**config.mk**
```make
export PLATFORM = sky130hd
export DESIGN_NAME = led_row_sprite_ctrl
export DESIGN_NICKNAME = d
export VERILOG_FILES = /design/src/rtl/led_row_sprite_ctrl.sv
export SDC_FILE = /design/constraint.sdc
export NUM_CORES = 1
export LEC_CHECK = 0
export BUFFER_PORTS_ARGS = -buffer_cell sky130_fd_sc_hd__clkbuf_2
export CORE_MARGIN = 2
export CORE_UTILIZATION = 35
export CTS_BUF_LIST = sky130_fd_sc_hd__clkbuf_8
export DETAILED_ROUTE_END_ITERATION = 10
export HOLD_SLACK_MARGIN = 0.08
export PLACE_DENSITY = 0.57
export SYNTH_ARGS = -nofsm -noshare
export SYNTH_HDL_FRONTEND = slang
export SYNTH_SLANG_ARGS = --single-unit
```
**constraint.sdc**
```tcl
create_clock -name clk -period 2.5 [get_ports clk]
set_input_delay 0.25 -clock clk [delete_from_list [all_inputs] [get_ports clk]]
set_output_delay 0.25 -clock clk [all_outputs]
set_load 0.02 [all_outputs]
```
**src/rtl/led_row_sprite_ctrl.sv**
```systemverilog
// Row of N_LEDS 32x32 RGB565 sprites showing a frame-rate binary counter.
// Drives the shared on/off sprite ROM pair and composites over a background.
module led_row_sprite_ctrl #(
    parameter int          N_LEDS    = 8,
    parameter int          X0        = 64,
    parameter int          Y0        = 224,
    parameter int          PITCH     = 40,
    parameter int          FRAME_DIV = 30,
    parameter logic [15:0] BG        = 16'h0000,
    parameter logic [15:0] TRANSP    = 16'h0000
) (
    input  logic              clk,
    input  logic              reset_n,
    input  logic [9:0]        hcnt,
    input  logic [9:0]        vcnt,
    input  logic              de_in,
    input  logic              hs_in,
    input  logic              vs_in,
    input  logic              frame_stb,
    input  logic              cnt_en,
    output logic [9:0]        rom_ad,
    output logic              rom_ce,
    input  logic [15:0]       rom_on_dout,
    input  logic [15:0]       rom_off_dout,
    output logic [15:0]       rgb,
    output logic              de_out,
    output logic              hs_out,
    output logic              vs_out,
    output logic [N_LEDS-1:0] count
);

    localparam int DIV_W  = (FRAME_DIV > 1) ? $clog2(FRAME_DIV) : 1;
    localparam int SLOT_W = 5;

    logic [DIV_W-1:0]  r_div;
    logic [N_LEDS-1:0] r_count;
    logic [N_LEDS-1:0] r_disp;

    logic [9:0]        r_col;
    logic [SLOT_W-1:0] r_slot;
    logic              r_active;
    logic [9:0]        r_ad_hold;

    logic              r_hit_d;
    logic              r_sel_d;
    logic              r_de_d;
    logic              r_hs_d;
    logic              r_vs_d;

    logic              w_at_x0;
    logic [9:0]        w_col;
    logic [SLOT_W-1:0] w_slot;
    logic              w_act;
    logic              w_vrow;
    logic [4:0]        w_vrel;
    logic              w_hit;
    logic [9:0]        w_addr;
    logic [SLOT_W-1:0] w_idx;
    logic              w_sel;
    logic [15:0]       w_pix;

    // Frame divider, counter and per-frame display latch
    always_ff @(posedge clk or negedge reset_n) begin
        if (!reset_n) begin
            r_div   <= '0;
            r_count <= '0;
            r_disp  <= '0;
        end else if (frame_stb) begin
            r_disp <= r_count;
            if (cnt_en) begin
                if (r_div == DIV_W'(FRAME_DIV - 1)) begin
                    r_div   <= '0;
                    r_count <= r_count + N_LEDS'(1);
                end else begin
                    r_div <= r_div + DIV_W'(1);
                end
            end
        end
    end

    assign count = r_count;

    // The X0 cycle overrides the stored column state so it can hit immediately.
    assign w_at_x0 = (hcnt == 10'(X0));
    assign w_col   = w_at_x0 ? 10'd0 : r_col;
    assign w_slot  = w_at_x0 ? '0 : r_slot;
    assign w_act   = w_at_x0 | r_active;

    assign w_vrow  = (vcnt >= 10'(Y0)) && (vcnt < 10'(Y0 + 32));
    assign w_vrel  = 5'(vcnt - 10'(Y0));
    assign w_hit   = reset_n && w_act && w_vrow && de_in && (w_col < 10'd32);
    assign w_addr  = {w_vrel, w_col[4:0]};

    assign w_idx   = SLOT_W'(N_LEDS - 1) - w_slot;
    assign w_sel   = |(r_disp & (N_LEDS'(1) << w_idx));

    always_ff @(posedge clk or negedge reset_n) begin
        if (!reset_n) begin
            r_col    <= '0;
            r_slot   <= '0;
            r_active <= 1'b0;
        end else if (w_act) begin
            if (w_col == 10'(PITCH - 1)) begin
                r_col    <= '0;
                r_slot   <= w_slot + SLOT_W'(1);
                r_active <= (w_slot != SLOT_W'(N_LEDS - 1));
            end else begin
                r_col    <= w_col + 10'd1;
                r_slot   <= w_slot;
                r_active <= 1'b1;
            end
        end
    end

    assign rom_ce = w_hit;
    assign rom_ad = w_hit ? w_addr : r_ad_hold;

    // Stage 1 lines up with the ROM read latency
    always_ff @(posedge clk or negedge reset_n) begin
        if (!reset_n) begin
            r_ad_hold <= '0;
            r_hit_d   <= 1'b0;
            r_sel_d   <= 1'b0;
            r_de_d    <= 1'b0;
            r_hs_d    <= 1'b0;
            r_vs_d    <= 1'b0;
        end else begin
            r_ad_hold <= rom_ad;
            r_hit_d   <= w_hit;
            r_sel_d   <= w_sel;
            r_de_d    <= de_in;
            r_hs_d    <= hs_in;
            r_vs_d    <= vs_in;
        end
    end

    assign w_pix = r_sel_d ? rom_on_dout : rom_off_dout;

    always_comb begin
        rgb = BG;
        if (!r_de_d)
            rgb = 16'h0000;
        else if (r_hit_d && (w_pix != TRANSP))
            rgb = w_pix;
    end

    assign de_out = r_de_d;
    assign hs_out = r_hs_d;
    assign vs_out = r_vs_d;

endmodule
```
==> summary.txt <==
Outcome
  – Status: completed

Critical path
  – Reg2Reg Setup Slack: 0.39 ns
  – Crit start category: register
  – Largest stage delay, worst path: 0.44 ns
  – Worst R2R Path Depth: 7
  – Worst Setup SP: r_col[8]$_DFFE_PN0N_
  – Kind of critical path: register to output port
  – CP max stage cell: dfrtp_1
  – Worst EP arrival: 2.10 ns
  – Critical R2R Launch: r_col[0]$_DFFE_PN0N_
  – Worst r2r dst: r_slot[4]$_DFFE_PN0N_
  – Cell breakdown of the critical path: nor4_4 -> nor3b_4 -> o21ai_4 -> mux2_4 -> clkbuf_2
  – Crit-path max FO: 11
  – Worst path required time: 2.25 ns
  – CP Capture Type: output port

Timing
  – # setup viols final: 0
  – RSZ-0062 raised after global routing: false
  – Hold Vio Cnt, Final: 0
  – Slew Limit Fails: 0
  – Tmin final: 2.349 ns
  – Slew headroom: 0.5691
  – Final Skew: 0.007373 ns
  – Setup tns final: 0 ns
  – Worst slew pin tran: 0.6463 ns
  – Fin crit share: 0.9396
  – Maximum achievable frequency: 425.7 MHz

Global routing
  – Total GRT Usage: 0.1592
  – Vias in the first global route: 2427
  – Initial antenna violation count: 0
  – Global-route wire length before repair: 11.44 mm
  – Maximum number of pins on one net before global-route repair: 53
  – Gr ovfl total: 0

Clocking
  – H-tree levels: 2
  – Reg clk slew, reported paths: 0.10 ns
  – Root Buffer: clkbuf_8
  – Clock sink total: 52
  – CTS tree: yes
  – CTS Buf Count: 5
  – Clk Latency, worst-skew pair: 0.30 ns
  – Longest Clk Path Bufs: 2

Hold path
  – Min-Delay Path Class: input port to asynchronous set/reset pin

Run
  – Max-Cap Viols: 0

Finish
  – Fillers: 823
  – Diodes inserted: 0
  – Layout cells sized above 1: 0.3558
  – Post-Route Utilization: 0.4493
  – Non-filler cells, final: 490
  – Layout Nets: 448
  – Area Growth Syn to Fin: 25.63%

Floorplanning
  – Die X-Extent: 95.40 um
  – I/O pins: 97
  – Die area: 9101 um^2
  – Row Count: 33
  – Die Span Y: 95.40 um
  – CORE AREA: 8175 um^2
  – Initial Util: 0.3577

Drt
  – Final wirelength: 7.014 mm
  – DR vias: 2506
  – Router iterations before antenna repair: 4
  – Vias per cell: 5.114
  – Final ANT Viol Nets: 0
  – # DRC: 0
  – 1st-iter DRT viols: 105
  – Wire per inst: 14.31 um

Synthesis
  – Sequential area share after synthesis: 0.4450
  – Main synth FF type: dfrtp_1
  – Post-synth cell types: 50
  – Fraction of registers with async set/reset: 1.000
  – Synth Cell Area: 2924 um^2
  – Number of flops mapped to enable cells by yosys: 0
  – FF+latch count, synth: 52
  – Post-Syn Instances: 284
  – Yosys warning count: 0
  – Mapped Avg Cell Area: 10.30 um^2
  – Syn Nets: 348

Pwr
  – Max IR drop VDD: 0.2706 mV
  – PwrDens: 555.2 nW/um^2
  – Static Leak: 1.769 nW

Placed design
  – Buffers on Ports: 96
  – Placed wire-length estimate: 5.371 mm
  – Placed cell count: 478
  – GP Congestion: 0.7825
registers in the layout (all words and copies together), names as in the netlist:
name / count
r_slot: 5
hs_out: 1
r_col: 10
r_div: 5
vs_out: 1
r_sel_d: 1
r_hit_d: 1
r_disp: 8
r_ad_hold: 10
count: 8
de_out: 1
r_active: 1
through the flow:
stage / power [mW] / hold WS, ns / cell area (um^2) / setup slack (ns)
2_1_floorplan: 1.374 / -0.04559 / 2924 / 0.4930
3_3_place_gp: 1.537 / 0.3592 / 3518 / 0.1783
3_5_place_dp: 1.547 / 0.3631 / 3518 / -0.005746
4_1_cts: 2.067 / 0.1765 / 3646 / 0.01547
5_1_grt: 2.188 / 0.1751 / 3674 / 0.01198
6_report: 2.039 / 0.1817 / 3674 / 0.1509
cells in the mapped netlist (5+ instances only):
cell | n | area, um^2
a21oi_1 | 7 | 35.03
and2_1 | 5 | 31.28
clkbuf_1 | 8 | 30.03
dfrtp_1 | 52 | 1301
ha_1 | 5 | 62.56
mux2_2 | 10 | 112.6
mux2_4 | 6 | 90.09
mux2i_1 | 19 | 190.2
nand2_1 | 22 | 82.58
nand3_1 | 10 | 50.05
nand4_1 | 16 | 100.1
nor2_1 | 15 | 56.30
nor3_1 | 22 | 110.1
nor4_1 | 5 | 31.28
o21ai_0 | 13 | 65.06
xnor2_1 | 6 | 52.55
xor2_1 | 6 | 52.55
layout by cell type (no fill, tap or decap), drive strengths merged, types with 10 or more instances in the layout:
cell type,netlist,layout
clkbuf,9,102
dfrtp,52,52
nand2,22,22
nor3,22,22
mux2i,19,19
nand4,16,16
mux2,16,16
nor2,15,15
o21ai,14,14
nand3,10,10
buf,7,10
report_power, final:
group	internal, mW	switching [mW]	total, mW
registers	0.944	0.149	1.09
logic	0.202	0.241	0.443
clock network	0.225	0.279	0.503
cells by family (layout without fill, tap and decap cells):
kind of cell | count (synthesis) | after routing | synth area share
buf+inv | 20 | 121 | 0.03423
compound gates | 39 | 39 | 0.09029
simple gates | 121 | 121 | 0.2388
fa+ha+maj | 5 | 5 | 0.02139
mux | 35 | 35 | 0.1344
xor+xnor | 12 | 12 | 0.03594
flops | 52 | 52 | 0.4450
worst max-delay path: cells and delay by family (launching register included):
kind / cells / cell delay [ns]
AO/OA/AOI/OAI: 1 / 0.19
buffers and inverters: 1 / 0.16
flip-flops: 1 / 0.44
multiplexers: 1 / 0.35
AND/OR/NAND/NOR: 2 / 0.64
metal layers:
layer / global-route usage / vias up / part of all wire
li1: - / 1254 / -
met5: 0 / - / 0
met2: 0.2629 / 55 / 0.49
met4: 0.04286 / 0 / 0.010
met3: 0.03083 / 8 / 0.040
met1: 0.2147 / 1189 / 0.46
final cells by class:
class / count / area (um^2) / area share
clock buffers: 6 / 82.58 / 0.02248
clock inverters: 2 / 15.01 / 0.004087
inverters: 4 / 15.01 / 0.004087
multi-input cells: 212 / 1530 / 0.4166
flip-flops and latches: 52 / 1301 / 0.3542
well taps: 105 / 131.4 / 0.03576
repair buffers: 109 / 598.1 / 0.1628
worst max-delay path by stage:
| stage | to | slack (ns) | cells past startpoint |
|---|---|---|---|
| final | rom_ad[5] | 0.15 | 5 |
| after global routing | rgb[0] | 0.01 | 7 |
| after CTS | rgb[0] | 0.02 | 6 |
| after detailed placement | r_col[9]$_DFFE_PN0N_ | -0.006 | 10 |
| after global placement | r_sel_d$_DFF_PN0_ | 0.18 | 9 |
| after floorplan | r_col[9]$_DFFE_PN0N_ | 0.49 | 9 |
timing repair:
action                     4_1_cts  5_1_grt
hold buffers                     3        0
setup endpoints to repair        0       22
buffers inserted                 0        1
gates resized for setup          0        1
hold endpoints to repair         3        0
Note: power is estimated with default switching activity, not from simulation.
